### src/rtl/mcpu_ctrl_fsm.sv
// Multi-cycle RV32I control sequencer (IF/ID/EX/MEM/WB); stalls IF, MR and MW until MIO_ready.
// 3-5 cycles per instruction; `define BUS_TIMEOUT_EN sends a stalled bus access to ERR after TIMEOUT_CYC waits.
module mcpu_ctrl_fsm #(
  parameter int TIMEOUT_CYC = 255,
  parameter int TO_W        = 8
) (
  input  logic       clk,
  input  logic       rst,
  input  logic [6:0] OPcode,
  input  logic [2:0] Fun3,
  input  logic       Fun7,
  input  logic       MIO_ready,
  input  logic       zero,
  output logic       PCWrite,
  output logic       IRWrite,
  output logic       IorD,
  output logic       MemRead,
  output logic       MemRW,
  output logic       RegWrite,
  output logic [1:0] ALUSrc_A,
  output logic [1:0] ALUSrc_B,
  output logic [3:0] ALU_Control,
  output logic [1:0] MemtoReg,
  output logic [1:0] PCSource,
  output logic [2:0] ImmSel,
  output logic [3:0] state,
  output logic       illegal_inst
);

  typedef enum logic [3:0] {
    S_IF = 4'd0, S_ID = 4'd1, S_EXR = 4'd2, S_EXI = 4'd3, S_MA = 4'd4, S_MR = 4'd5,
    S_MW = 4'd6, S_WBR = 4'd7, S_WBL = 4'd8, S_BR = 4'd9, S_JAL = 4'd10,
    S_JALR = 4'd11, S_LUI = 4'd12, S_ERR = 4'd15
  } state_t;

  localparam logic [3:0] ALU_ADD = 4'b0010, ALU_SUB = 4'b0110, ALU_SLT = 4'b0111,
                         ALU_SLTU = 4'b1001, ALU_XOR = 4'b1100, ALU_OR = 4'b0001,
                         ALU_AND = 4'b0000, ALU_SLL = 4'b1110, ALU_SRL = 4'b1101,
                         ALU_SRA = 4'b1111;
  localparam int W_UNUSED_PARAMS = TIMEOUT_CYC + TO_W;

  state_t     r_state;
  state_t     w_next;
  state_t     w_dec;
  logic       r_ill;
  logic [4:0] w_op;
  logic       w_unused;

  assign w_op     = OPcode[6:2];
  assign w_unused = ^OPcode[1:0];
  assign w_dec    = rst ? S_IF : r_state;
  assign state    = r_state;
  assign illegal_inst = r_ill;

  // Immediate ops never subtract, so SUB needs the register form.
  function automatic logic [3:0] f_alu(input logic [2:0] f3, input logic f7, input logic sub_ok);
    logic [3:0] v;
    case (f3)
      3'b000:  v = (sub_ok && f7) ? ALU_SUB : ALU_ADD;
      3'b001:  v = ALU_SLL;
      3'b010:  v = ALU_SLT;
      3'b011:  v = ALU_SLTU;
      3'b100:  v = ALU_XOR;
      3'b101:  v = f7 ? ALU_SRA : ALU_SRL;
      3'b110:  v = ALU_OR;
      default: v = ALU_AND;
    endcase
    return v;
  endfunction

`ifdef BUS_TIMEOUT_EN
  logic [TO_W-1:0] r_to_cnt;
  logic            w_wait;
  assign w_wait = ~MIO_ready & ((r_state == S_IF) | (r_state == S_MR) | (r_state == S_MW));
`endif

  always_comb begin
    w_next = r_state;
    case (r_state)
      S_IF: if (MIO_ready) w_next = S_ID;
      S_ID: begin
        case (w_op)
          5'b01100:          w_next = S_EXR;
          5'b00100:          w_next = S_EXI;
          5'b00000, 5'b01000: w_next = S_MA;
          5'b11000:          w_next = S_BR;
          5'b11011:          w_next = S_JAL;
          5'b11001:          w_next = S_JALR;
          5'b01101:          w_next = S_LUI;
          default:           w_next = S_ERR;
        endcase
      end
      S_EXR, S_EXI: w_next = S_WBR;
      S_MA: w_next = w_op[3] ? S_MW : S_MR;
      S_MR: if (MIO_ready) w_next = S_WBL;
      S_MW: if (MIO_ready) w_next = S_IF;
      S_WBR, S_WBL, S_BR, S_JAL, S_JALR, S_LUI: w_next = S_IF;
      default: w_next = S_ERR;
    endcase
`ifdef BUS_TIMEOUT_EN
    if (w_wait && (r_to_cnt == TO_W'(TIMEOUT_CYC - 1))) w_next = S_ERR;
`endif
  end

  always_ff @(posedge clk) begin
    if (rst) begin
      r_state <= S_IF;
      r_ill   <= 1'b0;
    end else begin
      r_state <= w_next;
      if (w_next == S_ERR) r_ill <= 1'b1;
    end
  end

`ifdef BUS_TIMEOUT_EN
  always_ff @(posedge clk) begin
    if (rst || (w_next != r_state)) r_to_cnt <= '0;
    else if (w_wait)                r_to_cnt <= r_to_cnt + 1'b1;
  end
`endif

  always_comb begin
    PCWrite = 1'b0; IRWrite = 1'b0; IorD = 1'b0; MemRead = 1'b0; MemRW = 1'b0;
    RegWrite = 1'b0; ALUSrc_A = 2'b00; ALUSrc_B = 2'b00; ALU_Control = ALU_AND;
    MemtoReg = 2'b00; PCSource = 2'b00; ImmSel = 3'b000;
    case (w_dec)
      S_IF: begin
        MemRead = 1'b1; ALUSrc_B = 2'b10; ALU_Control = ALU_ADD;
        IRWrite = MIO_ready; PCWrite = MIO_ready;
      end
      S_ID: begin
        ALUSrc_A = 2'b10; ALUSrc_B = 2'b01; ALU_Control = ALU_ADD;
        case (w_op)
          5'b11000:                    ImmSel = 3'b011;
          5'b11011:                    ImmSel = 3'b100;
          5'b01000:                    ImmSel = 3'b010;
          5'b00100, 5'b00000, 5'b11001: ImmSel = 3'b001;
          default:                     ImmSel = 3'b000;
        endcase
      end
      S_EXR: begin
        ALUSrc_A = 2'b01; ALU_Control = f_alu(Fun3, Fun7, 1'b1);
      end
      S_EXI: begin
        ALUSrc_A = 2'b01; ALUSrc_B = 2'b01; ImmSel = 3'b001;
        ALU_Control = f_alu(Fun3, Fun7, 1'b0);
      end
      S_MA: begin
        ALUSrc_A = 2'b01; ALUSrc_B = 2'b01; ALU_Control = ALU_ADD;
        ImmSel = w_op[3] ? 3'b010 : 3'b001;
      end
      S_MR: begin MemRead = 1'b1; IorD = 1'b1; end
      S_MW: begin MemRW = 1'b1; IorD = 1'b1; end
      S_WBR: RegWrite = 1'b1;
      S_WBL: begin RegWrite = 1'b1; MemtoReg = 2'b01; end
      S_BR: begin
        ALUSrc_A = 2'b01; ALU_Control = ALU_SUB; PCSource = 2'b01;
        PCWrite = ((Fun3 == 3'b000) & zero) | ((Fun3 == 3'b001) & ~zero);
      end
      S_JAL: begin
        RegWrite = 1'b1; MemtoReg = 2'b10; PCWrite = 1'b1; PCSource = 2'b01;
      end
      S_JALR: begin
        ALUSrc_A = 2'b01; ALUSrc_B = 2'b01; ImmSel = 3'b001; ALU_Control = ALU_ADD;
        PCSource = 2'b10; PCWrite = 1'b1; RegWrite = 1'b1; MemtoReg = 2'b10;
      end
      S_LUI: begin RegWrite = 1'b1; MemtoReg = 2'b11; end
      default: ;
    endcase
    if (rst) begin
      PCWrite = 1'b0; IRWrite = 1'b0; MemRead = 1'b0; MemRW = 1'b0; RegWrite = 1'b0;
    end
  end

endmodule

### config.mk
export PLATFORM = sky130hd
export DESIGN_NAME = mcpu_ctrl_fsm
export DESIGN_NICKNAME = d
export VERILOG_FILES = /design/src/rtl/mcpu_ctrl_fsm.sv
export SDC_FILE = /design/constraint.sdc
export NUM_CORES = 1
export LEC_CHECK = 0
export ABC_CLOCK_PERIOD_IN_PS = 2000
export BUFFER_PORTS_ARGS = -buffer_cell sky130_fd_sc_hd__buf_2
export CAP_MARGIN = 15
export CELL_PAD_IN_SITES_DETAIL_PLACEMENT = 1
export CELL_PAD_IN_SITES_GLOBAL_PLACEMENT = 2
export CORE_MARGIN = 3
export CORE_UTILIZATION = 22
export CTS_CLUSTER_DIAMETER = 150
export DETAILED_ROUTE_END_ITERATION = 10
export PLACE_DENSITY = 0.88
export RECOVER_POWER = 100
export SYNTH_ARGS = -nofsm -noshare
export SYNTH_HDL_FRONTEND = slang
export SYNTH_SLANG_ARGS = --single-unit
### constraint.sdc
create_clock -name clk -period 2 [get_ports clk]
set_input_delay 0.1 -clock clk [delete_from_list [all_inputs] [get_ports clk]]
set_output_delay 0.1 -clock clk [all_outputs]
set_load 0.03 [all_outputs]
Word level (Yosys, flattened, before mapping). Memory sizes are Yosys's and may differ from the RTL's. Cells that the tools add are included. W data, S select, Z words.

Register bits: 5. ROM bits: 128. Input port bits: 15. Word-level logic and storage cells: 88. Memories: 1.

Equality and inequality tests: 36. Muxes and demuxes: 29. Bitwise logic cells: 4. Reductions and logical operators: 16.

Memories: (name not given) (words 32, bits a word 4, rd ports 1, clocked after Yosys merged registers in 0, wr ports 0, line 82) `case (w_op)`.

Operators by type and width (number): $pmux W4 S7 (3); $eq A4 B4 Y1 const B (11); $eq A4 B3 Y1 const B (8); $eq A4 B2 Y1 const B (4); $mux W4 (4); $pmux W4 S4 (1); $eq A5 B5 Y1 const B (3); $pmux W2 S2 (3); $pmux W3 S4 (1); $reduce_or A2 Y1 (6); $mux W1 (10); $reduce_or A5 Y1 (2); $eq A3 B3 Y1 const B (3); $pmux W3 S3 (1); $eq A4 B1 Y1 const B (2); $logic_not A4 Y1 (2); $reduce_or A4 Y1 (2); $eq A3 B2 Y1 const B (2); $mux W2 (3); $pmux W2 S3 (1); $reduce_or A6 Y1 (1); $eq A5 B3 Y1 const B (1); $eq A5 B4 Y1 const B (1); $logic_not A5 Y1 (1); 8 further kinds (9).

Depth between registers and ports, before layout.
Word-level depth: 5. Mapped depth: 5. Depth with buffers taken out: 4.

Worst setup path before layout. No wires, ideal clock.

Path kind: register -> output. From: register r_state[0], in the netlist state[0]. To: output port PCWrite. Arrival time: 2.573 ns. Required time: 1.900 ns. Path slack: -0.673 ns. Cell stages (with the launch flop): 5. Path buffers: 1. Path through: dfxtp_1 > clkbuf_1 > nor2_1 > a21oi_1 > a2111oi_0.

Word-level cells in the longest chain between the ends: 5.

RTL lines: start, declared (line 42) `state_t r_state;`; start signal, assigned (line 110) `r_state <= w_next;`; $mux W4 * (line 51) `assign w_dec = rst ? S_IF : r_state;`; $eq A4 B4 Y1 (line 126) `case (w_dec)`; $reduce_or A2 Y1 (no line); $pmux W1 S3 * (line 126); $mux W1 * (line 170) `if (rst) begin`; end, declared (line 14) `output logic PCWrite,`.

Mark *: on every way between the ends. The rest lies on a longest branch, timed or not.

Worst setup path in the final report.
From: register r_state[3], in the netlist state[3]. To: output port ImmSel[1].

Word-level cells in the longest chain between the ends: 4.

RTL lines: $mux W4 * (line 51); $eq A4 B2 Y1 / $eq A4 B4 Y1 (equally long branches) (line 126); $reduce_or A2 Y1 (no line); $pmux W3 S3 * (line 126); end, declared (line 25) `output logic [2:0] ImmSel,`.

Marks and branches as above.

==> metrics.cfg <==
[run_status]
status = complete, no violations

[final_layout]
regArea_sq_um = 103
multi_input_area_sq_um = 641
fin_util_pct = 31.7
nets = 173
drive_gt1_share_pct = 32.5
antenna_cells = 0
syn2layout_area_growth_pct = 35.7
finalNonFillerCells = 203
nFillCells = 448

[worst_setup_path]
reg2reg_depth = 4
r2r_end = illegal_inst$_SDFFE_PP0N_
r2r_setup_slack_ns = 0.19
r2r-start = state[3]$_SDFF_PP0_
worstSetupEndpoint = ImmSel[1]
startpoint_type = flip-flop
critPathMaxFanout = 11
startpoint = state[3]$_SDFF_PP0_
required_ns = 1.90
critPathCaptureType = output port
critPathKind = flip-flop to output port
arrival_ns = 1.76

[routing]
wl_um = 2970
vias = 1045
drtIter0Drc = 42
detail_route.vias_per_cell = 5.15
ant_nets = 0
dr.pass1.iters = 4
wl_per_cell_um = 14.6
remaining_drc_errors = 0

[sta]
relSlewSlack_pct = 70.9
setup_slack_ns = 0.138
fin_skew_ns = 0.00318
tightest_slew_ns = 0.436
setup_viol = 0
rsz0062_at_grt = false
fmax_ghz = 0.537
final_max_slew_viol_count = 0
finalCritPeriodShare_pct = 93.1
holdWs_ns = 0.319
hold_viol = 0
min_period_ns = 1.86
setup_tns_ns = 0

[yosys]
syn_nets = 135
synth_edf_count = 0
seq_area_frac_synth_pct = 12.6
synth_ff_type = dfxtp_1
synth.top_cells.by_area = dfxtp_1 13%, nor3_1 7.0%, nor2_1 6.6%, o21ai_0 5.1%, nand2b_1 3.9%
synth_cells = 120
yosys_warnings = 0
syn_area_per_cell_sq_um = 6.60
async_reset_ff_share_pct = 0
synth_seq_cells = 5
yosys.area.top_type_share_pct = 12.6
netlist_area_sq_um = 792
yosysTopAreaCell = dfxtp_1
synth_cell_type_count = 45
yosysMostFrequentCell = nor2_1
yosys-top-cells-count = 14 x nor2_1, 11 x nor3_1, 8 x clkbuf_1, 8 x nand2_1, 8 x o21ai_0

[placed_design]
dp.cells = 199
numPortBuffers = 38
gp_congestion = 0.818
pre_cts_slack_ns = 0.202
post-dp-hpwl_um = 2330

[floorplan]
fp.dieH_um = 66
rows = 21
die_area_sq_um = 4360
core-area_sq_um = 3390
die_w_um = 66
initial_core_util_pct = 23.4
num_io_pins = 41

[run]
maxCapViolations = 0

[cts]
root_buffer = clkbuf_4
clkTransAtPathRegs_ns = 0.04
cts_buffer_depth = 2
htreeDepth = 1
clk_latency_ns = 0.24
cts_tree = built
clock-sinks = 5
cts-buffers-inserted = 3

[pwr]
vdd_drop_max_v = 0.000250
power.leakage_uw = 0.000452
power.density_nw_per_um2 = 1320

[global_routing]
track_usage_pct = 14.0
grt_pass1_vias = 1085
antenna_found_initial = 0
grt_max_degree = 20
overflow = 0
grt_pass1_wl_um = 5000

[hold_path]
hp-class = primary input to flip-flop

per-stage QoR:
step	cell area, sq um	power (uW)
global route	1070	1550
finish	1070	1410
global placement	1060	1290
detailed placement	1060	1310
floorplan	817	1010
CTS	1090	1440
layer usage:
| layer | vias up | GRT usage (%) | share of wire, % |
|---|---|---|---|
| met1 | 496 | 18.4 | 47 |
| met5 | - | 0 | 0 |
| met2 | 34 | 24.7 | 48 |
| met3 | 0 | 2.21 | 5.6 |
| met4 | 0 | 1.52 | 0 |
| li1 | 515 | - | - |
cell families (layout without fill, tap and decap cells):
group | count (synthesis) | count (layout) | share of synthesized area, %
AND/OR/NAND/NOR | 56 | 56 | 37.9
AO/OA/AOI/OAI | 37 | 37 | 35.1
buffers and inverters | 18 | 55 | 9.79
flip-flops | 5 | 5 | 12.6
XOR/XNOR | 3 | 3 | 3.32
multiplexers | 1 | 1 | 1.26
layout make-up:
class | instances | area share [%]
Multi-Input combinational cell | 97 | 59.6
Timing Repair Buffer | 45 | 21.0
Sequential cell | 5 | 9.55
Tap cell | 46 | 5.36
Clock buffer | 4 | 2.44
Inverter | 6 | 2.10
flip-flops by register name (all words and copies together), names as in the netlist:
name,cells
illegal_inst,1
state,4
power breakdown:
group	internal, uW	leakage [uW]	switching, uW
Sequential	138	0.0000417	91.9
Clock	75.4	0.0000150	40.3
Combinational	368	0.000395	701
worst max-delay path, stage by stage (launching register included):
cell and delay, ns:
dfxtp_1 0.40, buf_4 0.22, nor3_2 0.26, nand2_2 0.13, nor3_1 0.19, o21a_1 0.13
buf_2 0.19
layout by cell type, fill, tap and decap left out, drive strengths merged, types with 3 or more instances in the layout:
| master | count |
|---|---|
| nor2 | 14 |
| nand2 | 8 |
| a21oi | 5 |
| a31oi | 3 |
| inv | 6 |
| o21ai | 8 |
| a211oi | 3 |
| a21o | 3 |
| nor3 | 11 |
| buf | 28 |
| nor2b | 3 |
| dfxtp | 5 |
| clkbuf | 21 |
| nand2b | 5 |
how the worst min path moves through the flow:
stage | start | to | slack (ns) | depth (start not counted)
2_1_floorplan | OPcode[2] | state[0]$_SDFF_PP0_ | 0.37 | 3
3_3_place_gp | illegal_inst$_SDFFE_PP0N_ | illegal_inst$_SDFFE_PP0N_ | 0.45 | 2
3_5_place_dp | illegal_inst$_SDFFE_PP0N_ | illegal_inst$_SDFFE_PP0N_ | 0.47 | 2
4_1_cts | rst | state[2]$_SDFF_PP0_ | 0.31 | 3
5_1_grt | rst | state[1]$_SDFF_PP0_ | 0.34 | 3
6_report | rst | state[2]$_SDFF_PP0_ | 0.32 | 3
what timing repair did:
item,in CTS,in global routing
setup endpoints to repair,2,6
resized for setup,1,4
buffers inserted,0,0
hold buffers,0,0
Note: power is estimated with default switching activity, not from simulation.
